**src/rtl/sa_nxn_engine.sv**
```systemverilog
// sa_nxn_engine: output-stationary NxN systolic matrix multiplier.
// A k x k job (k = 1..N) is streamed in over k handshaked beats. Each input
// lane is skewed by its own index so that PE(i,j) sees beat t at step t+i+j.
// After a 2k-2 step drain, the k*k results are read out in row-major order
// on a saturating valid/ready port.

// One processing element: a multiply-accumulate that advances with the array.
module sa_pe #(
    parameter int DW   = 8,
    parameter int ACCW = 18
) (
    input  logic            clk,
    input  logic            rst,
    input  logic            clr,
    input  logic            adv,
    input  logic [DW-1:0]   a_i,
    input  logic [DW-1:0]   b_i,
    output logic [ACCW-1:0] acc_o
);
    logic [ACCW-1:0] acc_q;
    logic [2*DW-1:0] prod;

    assign prod  = a_i * b_i;
    assign acc_o = acc_q;

    // accumulate one product per array step; cleared at job start
    always_ff @(posedge clk) begin
        if (!rst || clr) acc_q <= '0;
        else if (adv)    acc_q <= acc_q + ACCW'(prod);
    end
endmodule

module sa_nxn_engine #(
    parameter int DW   = 8,
    parameter int N    = 3,
    parameter int ACCW = 18,
    parameter int OW   = 8
) (
    input  logic            clk,
    input  logic            rst,
    input  logic            start,
    input  logic [3:0]      size,
    input  logic [N*DW-1:0] a_in,
    input  logic [N*DW-1:0] b_in,
    input  logic            in_valid,
    output logic            in_ready,
    output logic [OW-1:0]   out,
    output logic            out_valid,
    input  logic            out_ready,
    output logic            busy,
    output logic            done,
    output logic            err
);
    localparam logic [1:0] S_IDLE  = 2'd0;
    localparam logic [1:0] S_LOAD  = 2'd1;
    localparam logic [1:0] S_DRAIN = 2'd2;
    localparam logic [1:0] S_OUT   = 2'd3;
    localparam int         IW      = (N > 1) ? $clog2(N) : 1;
    localparam logic [3:0] KMAX    = 4'(N);

    logic [1:0]    state_q, state_d;
    logic [3:0]    k_q, k_d;
    logic [4:0]    cnt_q, cnt_d;
    logic [IW-1:0] r_q, r_d, c_q, c_d;
    logic          done_q, done_d, err_q, err_d;
    logic          size_ok, clr, xfer, adv, rd;

    assign size_ok   = (size != 4'd0) && (size <= KMAX);
    assign clr       = (state_q == S_IDLE) && start && size_ok;
    assign in_ready  = (state_q == S_LOAD);
    assign xfer      = in_ready && in_valid;
    // the whole array, skew lines included, only moves on a beat or in drain
    assign adv       = xfer || (state_q == S_DRAIN);
    assign out_valid = (state_q == S_OUT);
    assign rd        = out_valid && out_ready;
    assign busy      = (state_q != S_IDLE);
    assign done      = done_q;
    assign err       = err_q;

    // job sequencing: accept, load k beats, drain 2k-2 steps, read k*k results
    always_comb begin
        state_d = state_q;
        k_d     = k_q;
        cnt_d   = cnt_q;
        r_d     = r_q;
        c_d     = c_q;
        done_d  = 1'b0;
        err_d   = 1'b0;
        case (state_q)
            S_IDLE: begin
                if (start) begin
                    if (size_ok) begin
                        k_d     = size;
                        cnt_d   = '0;
                        r_d     = '0;
                        c_d     = '0;
                        state_d = S_LOAD;
                    end else begin
                        err_d = 1'b1;
                    end
                end
            end
            S_LOAD: begin
                if (xfer) begin
                    if (cnt_q == {1'b0, k_q} - 5'd1) begin
                        cnt_d   = '0;
                        state_d = (k_q == 4'd1) ? S_OUT : S_DRAIN;
                    end else begin
                        cnt_d = cnt_q + 5'd1;
                    end
                end
            end
            S_DRAIN: begin
                if (cnt_q == {k_q, 1'b0} - 5'd3) begin
                    cnt_d   = '0;
                    state_d = S_OUT;
                end else begin
                    cnt_d = cnt_q + 5'd1;
                end
            end
            S_OUT: begin
                if (rd) begin
                    if (4'(c_q) == k_q - 4'd1) begin
                        c_d = '0;
                        if (4'(r_q) == k_q - 4'd1) begin
                            r_d     = '0;
                            done_d  = 1'b1;
                            state_d = S_IDLE;
                        end else begin
                            r_d = r_q + 1'b1;
                        end
                    end else begin
                        c_d = c_q + 1'b1;
                    end
                end
            end
            default: state_d = S_IDLE;
        endcase
    end

    // control registers
    always_ff @(posedge clk) begin
        if (!rst) begin
            state_q <= S_IDLE;
            k_q     <= '0;
            cnt_q   <= '0;
            r_q     <= '0;
            c_q     <= '0;
            done_q  <= 1'b0;
            err_q   <= 1'b0;
        end else begin
            state_q <= state_d;
            k_q     <= k_d;
            cnt_q   <= cnt_d;
            r_q     <= r_d;
            c_q     <= c_d;
            done_q  <= done_d;
            err_q   <= err_d;
        end
    end

    // operand seen by each PE and its accumulator
    logic [DW-1:0]   a_op [N][N];
    logic [DW-1:0]   b_op [N][N];
    logic [ACCW-1:0] acc  [N][N];

    // lane i feeds A row i and B column i; unused lanes and drain steps inject 0
    for (genvar i = 0; i < N; i++) begin : g_lane
        logic          lane_on;
        logic [DW-1:0] a_lane, b_lane;
        assign lane_on = (state_q == S_LOAD) && (4'(i) < k_q);
        assign a_lane  = lane_on ? a_in[i*DW +: DW] : '0;
        assign b_lane  = lane_on ? b_in[i*DW +: DW] : '0;
        if (i == 0) begin : g_direct
            assign a_op[0][0] = a_lane;
            assign b_op[0][0] = b_lane;
        end else begin : g_skew
            logic [DW-1:0] ska_q [i];
            logic [DW-1:0] skb_q [i];
            // i-step delay line on both operands of this lane
            always_ff @(posedge clk) begin
                if (!rst || clr) begin
                    for (int d = 0; d < i; d++) begin
                        ska_q[d] <= '0;
                        skb_q[d] <= '0;
                    end
                end else if (adv) begin
                    ska_q[0] <= a_lane;
                    skb_q[0] <= b_lane;
                    for (int d = 1; d < i; d++) begin
                        ska_q[d] <= ska_q[d-1];
                        skb_q[d] <= skb_q[d-1];
                    end
                end
            end
            assign a_op[i][0] = ska_q[i-1];
            assign b_op[0][i] = skb_q[i-1];
        end
    end

    for (genvar i = 0; i < N; i++) begin : g_row
        for (genvar j = 0; j < N; j++) begin : g_col
            if (j > 0) begin : g_fa
                logic [DW-1:0] a_q;
                // pass a one column to the right per step
                always_ff @(posedge clk) begin
                    if (!rst || clr) a_q <= '0;
                    else if (adv)    a_q <= a_op[i][j-1];
                end
                assign a_op[i][j] = a_q;
            end
            if (i > 0) begin : g_fb
                logic [DW-1:0] b_q;
                // pass b one row down per step
                always_ff @(posedge clk) begin
                    if (!rst || clr) b_q <= '0;
                    else if (adv)    b_q <= b_op[i-1][j];
                end
                assign b_op[i][j] = b_q;
            end
            sa_pe #(.DW(DW), .ACCW(ACCW)) u_pe (
                .clk   (clk),
                .rst   (rst),
                .clr   (clr),
                .adv   (adv),
                .a_i   (a_op[i][j]),
                .b_i   (b_op[i][j]),
                .acc_o (acc[i][j])
            );
        end
    end

    // readout: saturate the selected accumulator, zero when not presenting
    logic [ACCW-1:0] acc_sel;
    logic [OW-1:0]   sat;
    assign acc_sel = acc[r_q][c_q];
    assign sat     = (|acc_sel[ACCW-1:OW]) ? '1 : acc_sel[OW-1:0];
    assign out     = out_valid ? sat : '0;
endmodule

```
**config.mk**
```make
export PLATFORM = sky130hd
export DESIGN_NAME = sa_nxn_engine
export DESIGN_NICKNAME = d
export VERILOG_FILES = /design/src/rtl/sa_nxn_engine.sv
export SDC_FILE = /design/constraint.sdc
export NUM_CORES = 2
export LEC_CHECK = 0
export CORE_MARGIN = 2
export CORE_UTILIZATION = 40
export CTS_BUF_LIST = sky130_fd_sc_hd__clkbuf_4 sky130_fd_sc_hd__clkbuf_8
export CTS_CLUSTER_DIAMETER = 150
export DETAILED_ROUTE_END_ITERATION = 6
export PLACE_DENSITY = 0.67
export SYNTH_ARGS = -nofsm -noshare
export SYNTH_HDL_FRONTEND = slang
export SYNTH_SLANG_ARGS = --single-unit
```
**constraint.sdc**
```tcl
create_clock -name clk -period 7.45 [get_ports clk]
set_input_delay 1.1175 -clock clk [delete_from_list [all_inputs] [get_ports clk]]
set_output_delay 1.1175 -clock clk [all_outputs]
set_load 0.05 [all_outputs]
```
Yosys cells after proc, flatten, opt, wreduce, memory -nomap -nowiden
Memories as Yosys holds them, arrays and structs flattened.
Index checks and enable logic that the tools add are counted.
{"block": "classes", "n_addsub": 15, "n_mul": 9, "n_lt_le_gt_ge": 6, "n_eq_ne": 16, "muxes": 54, "n_bitwise": 6, "n_reduce_logical": 26}
{"op": "$add 18x16->18", "n": 9}
{"op": "$mul 8x8->16", "n": 9}
{"op": "$mux 8", "n": 14}
{"op": "$bmux 54 s2", "n": 1}
{"op": "$mux 54", "n": 2}
{"op": "$bmux 18 s2", "n": 1}
{"op": "$mux 18", "n": 2}
{"op": "$mux 2", "n": 15}
{"op": "$mux 5", "n": 5}
{"op": "$reduce_or 8->1", "n": 2}
{"op": "$pmux 5 s3", "n": 1}
{"op": "$ne 2x1->1 const B", "n": 6}
{"op": "$reduce_and 4->1", "n": 3}
{"op": "$eq 5x5->1", "n": 2}
{"op": "$mux 1", "n": 10}
{"op": "$reduce_or 10->1", "n": 1}
{"op": "$eq 2x4->1", "n": 2}
{"op": "$logic_and 1x1->1", "n": 8}
{"op": "$lt 1x4->1 const A", "n": 2}
{"op": "$pmux 2 s2", "n": 2}
{"op": "$pmux 2 s4", "n": 1}
{"op": "$reduce_and 8->1", "n": 1}
{"op": "$ge 3x3->1 const B", "n": 2}
{"op": "$not 2->3", "n": 2}
{"op": "other kinds (20)", "n": 29}
{"block": "totals", "ff_bits": 275, "ramBits": 48, "in_bits": 57, "n_memories": 4}
{"name": "g_lane[2].g_skew.ska_q", "words": 2, "width": 8, "rd": 2, "rd_clocked_by_memory_dff": 0, "wr": 2, "line_no": "178", "text": "logic [DW-1:0] ska_q [i];"}
{"name": "g_lane[2].g_skew.skb_q", "words": 2, "width": 8, "rd": 2, "rd_clocked_by_memory_dff": 0, "wr": 2, "line_no": "179", "text": "logic [DW-1:0] skb_q [i];"}
{"name": "g_lane[1].g_skew.ska_q", "words": 1, "width": 8, "rd": 1, "rd_clocked_by_memory_dff": 0, "wr": 1, "line_no": "178"}
{"name": "g_lane[1].g_skew.skb_q", "words": 1, "width": 8, "rd": 1, "rd_clocked_by_memory_dff": 0, "wr": 1, "line_no": "179"}

Longest topological paths before layout
{"block": "depth", "word_depth": 10, "depth_mapped": 23, "ltp_nobuf": 21}

Cells and area by module
From an unflattened synthesis, not the netlist that was laid out.
{"block": "unflattened", "cells_unflattened": 4156, "hier_area_um2": 37174.4}
{"mod": "sa_pe (g_row[1].g_col[0].u_pe ...)", "instances": 3, "cells_per_inst": 391, "area_each_um2": 3364.5, "seq_area_each_um2": 360.3}
{"mod": "sa_nxn_engine", "instances": 1, "cells_per_inst": 650, "area_each_um2": 7144.4, "seq_area_each_um2": 3703.6}
{"mod": "sa_pe (g_row[0].g_col[0].u_pe ...)", "instances": 2, "cells_per_inst": 388, "area_each_um2": 3311.9, "seq_area_each_um2": 360.3}
{"mod": "sa_pe (g_row[2].g_col[2].u_pe)", "instances": 1, "cells_per_inst": 394, "area_each_um2": 3352.0, "seq_area_each_um2": 360.3}
{"mod": "sa_pe (g_row[2].g_col[1].u_pe)", "instances": 1, "cells_per_inst": 384, "area_each_um2": 3347.0, "seq_area_each_um2": 360.3}
{"mod": "sa_pe (g_row[2].g_col[0].u_pe)", "instances": 1, "cells_per_inst": 388, "area_each_um2": 3313.2, "seq_area_each_um2": 360.3}
{"mod": "sa_pe (g_row[0].g_col[2].u_pe)", "instances": 1, "cells_per_inst": 391, "area_each_um2": 3300.7, "seq_area_each_um2": 360.3}

Worst setup path after synthesis
Ideal clock, no wire load.
{"block": "synth_path", "path_kind": "register to register", "start": "register state_q[1]", "end": "register g_row[0].g_col[0].u_pe.acc_q[17]", "setup_ps": 62, "arrival_ps": 5437, "path_slack_ps": 1952, "path_stages_with_launch": 23, "path_buffers": 2, "period_less_slack_ps": 5498, "cell_sequence": "dfxtp_1 inv_1 ha_1 inv_1 a21oi_1 clkbuf_1 clkbuf_1 nand3_1 fa_1 inv_1 fa_1 fa_1 inv_1 fa_1 inv_1 ha_1 o21ai_0 o21bai_1 o21ba_2 nand4_1 a41o_1 a211o_1 nand3_1"}
{"block": "synth_via", "elab_chain_cells": 5}
{"element": "start, declared", "line_no": "61", "text": "logic [1:0] state_q, state_d;"}
{"element": "start signal, assigned", "line_no": "152", "text": "state_q <= state_d;"}
{"element": "$eq 2x1->1 (*)", "line_no": "70", "text": "assign in_ready = (state_q == S_LOAD);"}
{"element": "named net in_ready", "line_no": "46", "text": "output logic in_ready,"}
{"element": "$logic_and 1x1->1", "line_no": "171", "text": "assign lane_on = (state_q == S_LOAD) && (4'(i) < k_q);"}
{"element": "$mux 8 (on tied branches)", "line_no": "172, 173"}
{"element": "$mul 8x8->16", "line_no": "23", "text": "assign prod = a_i * b_i;"}
{"element": "$add 18x16->18", "line_no": "29", "text": "else if (adv) acc_q <= acc_q + ACCW'(prod);"}
{"element": "end signal, assigned", "line_no": "29"}
{"element": "end, declared", "line_no": "20", "text": "logic [ACCW-1:0] acc_q;"}
The timed path passes the listed nets; every way through them passes the cells marked *.
A chain may end at the register's enable or synchronous reset.

Worst setup path in the final report
{"block": "layout_path", "start": "register k_q[0]", "end": "register g_row[0].g_col[0].u_pe.acc_q[15]"}
{"block": "layout_via", "elab_chain_cells": 5}
{"element": "start, declared", "line_no": "62", "text": "logic [3:0] k_q, k_d;"}
{"element": "start signal, assigned", "line_no": "153", "text": "k_q <= k_d;"}
{"element": "$lt 1x4->1 (*)", "line_no": "171"}
{"element": "$logic_and 1x1->1 (*)", "line_no": "171"}
{"element": "$mux 8 (on tied branches)", "line_no": "172, 173"}
{"element": "$mul 8x8->16 (*)", "line_no": "23"}
{"element": "$add 18x16->18 (*)", "line_no": "29"}
Mark *: on every way between the ends. The rest lies on a longest branch, timed or not.

==> impl_metrics.csv <==
group,metric,value,unit
run_status,status,"complete, no violations",
placement,routabilityCongestion,0.872,
sta,slew-limit-headroom,23.5,%
route,viasPerCell,5.23,
finish,nNetsFinal,4800,
clocking,cts_buffers,66,
finish,layout-drive-gt1-share,4.13,%
grt,grt_util_all_layers,20.2,%
synth,yosysWarnings,0,
die,die_h,302,um
die,initial_utilization,40.2,%
sta,hold_viol,0,
critical_path,end_kind,"flip-flop",
clocking,clk-insertion-delay-late,650,ps
clocking,hold_buffers,0,
finish,ff_latch_area,0.00695,mm2
die,rows,109,
grt,gr-total-overflow,0,
clocking,root_buffer,"clkbuf_8",
synth,synth_fa_ha_area_share,38.6,%
synth,synth.net_count,4843,
synth,synth-simple-area-share,15.0,%
placement,dp.cells,5018,
synth,synthXorXnorAreaFrac,2.12,%
synth,synth-seq-cells,323,
synth,syn_inst,3964,
die,io_pins,70,
clocking,cts_tree,"yes",
grt,antenna_found_initial,2,
power,ir_drop,0.000129,V
route,wl,88800,um
die,die_w,302,um
synth,muxShareOfSynthArea,0.965,%
sta,final.setup_skew,46.7,ps
sta,worst_pin_slew,1150,ps
synth,synth.distinct_cells,77,
sta,setup_viol,0,
route,postRouteAntennaNets,0,
clocking,htreeDepth,3,
critical_path,r2r_setup_slack,1580,ps
die,dieArea,0.0909,mm2
critical_path,cp.required,7920,ps
finish,area_delta_synth_final,8.43,%
sta,fmax,0.170,GHz
synth,synth_top_family_by_area,"adder cells",
grt,grt_max_degree,171,
grt,grt_pass1_wl,147000,um
synth,synth_compound_area_share,13.4,%
placement,dpl.hpwl,68000,um
sta,finalCritPeriodShare,78.9,%
sta,fin_crit,5870,ps
finish,multi_input_comb_area,0.0248,mm2
synth,synth_ff_type,"dfxtp_1",
placement,io_buffers,69,
clocking,path_clk_slew,60,ps
critical_path,worstPathMaxFanout,41,
route,num_vias,26800,
worst_hold_path,hold_path.class,"reg -> reg",
clocking,clk_path_buf_depth,3,
synth,synthArstFlopShare,0,%
clocking,clock_sinks,323,
route,initialDrtViolationCount,1765,
die,core-area,0.0881,mm2
finish,final_cells,5136,
finish,fillers,8732,
sta,slew_viol_final,0,
route,post_drt_wl_per_cell,17.3,um
synth,synth_edf_count,48,
critical_path,crit_type,"reg -> reg",
clocking,cts_resized,0,
critical_path,worstPathArrival,6340,ps
flow_run,maxCapViolCount,0,
clocking,cts_setup_buffers,0,
synth,synth.cell_area,0.0354,mm2
power,p_leak,18.8,nW
route,drc_errors,0,
route,firstDrtPassIters,5,
sta,fin_setup_tns,0,ps
synth,seq_area_frac_synth,19.6,%
synth,synth.avg_cell_area,8.93,um2
sta,rsz0062_at_grt,"false",
power,p_per_area,129,mW/mm2
critical_path,cp-start-kind,"flip-flop",
grt,grt_pass1_vias,27600,
[final timing paths]
| kind | from | to | cells after the start |
|---|---|---|---|
| worst max-delay path | k_q[0]$_SDFFE_PN0P_ | g_row[0].g_col[0].u_pe.acc_o[15]$_SDFFE_PP0P_ | 21 |
| worst min-delay path | g_row[2].g_col[0].u_pe.acc_o[17]$_SDFFE_PP0P_ | g_row[2].g_col[0].u_pe.acc_o[17]$_SDFFE_PP0P_ | 2 |
| worst max register to register | k_q[0]$_SDFFE_PN0P_ | g_row[0].g_col[0].u_pe.acc_o[15]$_SDFFE_PP0P_ | 21 |
| worst min register to register | g_row[2].g_col[0].u_pe.acc_o[17]$_SDFFE_PP0P_ | g_row[2].g_col[0].u_pe.acc_o[17]$_SDFFE_PP0P_ | 2 |
[cell type report]
type / instances / area share, %
Tap cell: 1165 / 3.80
Multi-Input combinational cell: 2672 / 64.7
Inverter: 771 / 7.54
Timing Repair Buffer: 87 / 2.22
Clock buffer: 95 / 3.08
Antenna cell: 1 / 0.00652
Sequential cell: 323 / 18.1
Clock inverter: 22 / 0.600
[per-layer routing]
metal  vias up  wire (um)  global-route usage [%]
li1      12700          -                       -
met1     13300      39500                    27.0
met2       660      41200                    33.1
met3       138       5270                    3.38
met4         4       2620                    6.54
met5         -        100                   0.688
[Yosys cell counts (all sizes together), types with 23 or more instances]
master,n,share of area (%)
a211oi,23,0.49
a21o,71,1.5
a21oi,86,1.2
a22o,102,2.5
and2,272,4.8
and3,67,1.2
buf,52,0.65
clkbuf,146,1.5
dfxtp,275,16
edfxtp,48,4.1
fa,450,25
ha,372,13
inv,770,8.2
nand2,430,4.6
nand3,70,0.99
nor2,90,0.99
nor2b,24,0.45
nor3,31,0.44
o21a,35,0.74
o21ai,144,2.0
o22ai,52,0.92
xnor2,33,0.82
xor2,50,1.2
[kinds of logic (layout without fill, tap and decap cells)]
logic type / after synthesis / in the layout
buffers and inverters: 969 / 975
adders and majority gates: 822 / 822
muxes: 24 / 24
other: 0 / 1
xor gates and xnor gates: 84 / 84
and+or+nand+nor: 1064 / 1064
DFF: 323 / 323
AOI/OAI and AO/OA: 678 / 678
[cell usage in the layout, fill, tap and decap left out, drive strengths merged, types with 11 or more instances in the layout]
| cell type | instances |
|---|---|
| inv | 773 |
| fa | 450 |
| nand2 | 430 |
| ha | 372 |
| dfxtp | 275 |
| and2 | 272 |
| o21ai | 144 |
| a22o | 102 |
| clkbuf | 95 |
| nor2 | 90 |
| a21oi | 86 |
| a21o | 71 |
| nand3 | 70 |
| clkdlybuf4s50 | 69 |
| and3 | 67 |
| o22ai | 52 |
| xor2 | 50 |
| edfxtp | 48 |
| o21a | 35 |
| xnor2 | 33 |
| nor3 | 31 |
| nor2b | 24 |
| a211oi | 23 |
| o31ai | 19 |
| o211ai | 19 |
| buf | 18 |
| nand2b | 17 |
| mux2i | 15 |
| o31a | 15 |
| a32o | 15 |
| or3 | 14 |
| nor3b | 12 |
| a31oi | 11 |
| clkinv | 11 |
[power breakdown]
part | total [W] | switching [W] | internal [W]
registers | 0.00208 | 0.000207 | 0.00187
logic | 0.000839 | 0.000616 | 0.000223
clock network | 0.00203 | 0.000865 | 0.00116
[metrics by stage]
stage	instance area (um2)	hold slack, ps	util [%]	power, W	setup WS [ps]
after floorplan	35400	444	-	0.00253	1950
after global placement	37000	458	42.0	0.00294	1720
after detailed placement	37000	467	42.0	0.00295	1660
after CTS	38400	473	43.6	0.00500	1590
after global routing	38400	502	43.6	0.00515	1170
final	38400	475	43.6	0.00495	1580
[worst max-delay path, cell delays in order (launching register included)]
cell	delay, ps
dfxtp_1	570
inv_1	120
ha_1	250
a21oi_4	530
buf_4	450
nand3_1	160
fa_1	530
inv_1	40
ha_1	260
ha_1	280
inv_1	50
fa_1	480
inv_1	40
ha_1	210
fa_1	490
a211oi_1	260
o21bai_1	150
o21ba_2	250
a21oi_1	210
o21ai_0	130
xnor2_1	140
o21ai_0	80
[registers in the layout, indices dropped and copies added (netlist names)]
| signal | cells |
|---|---|
| g_row.g_col.u_pe.acc_o | 162 |
| g_row.g_col.g_fa.a_q | 48 |
| g_row.g_col.g_fb.b_q | 48 |
| g_lane.g_skew.ska_q | 24 |
| g_lane.g_skew.skb_q | 24 |
| cnt_q | 5 |
| k_q | 4 |
| c_q | 2 |
| r_q | 2 |
| state_q | 2 |
| done | 1 |
| err | 1 |
(Power assumes the default switching activity.)
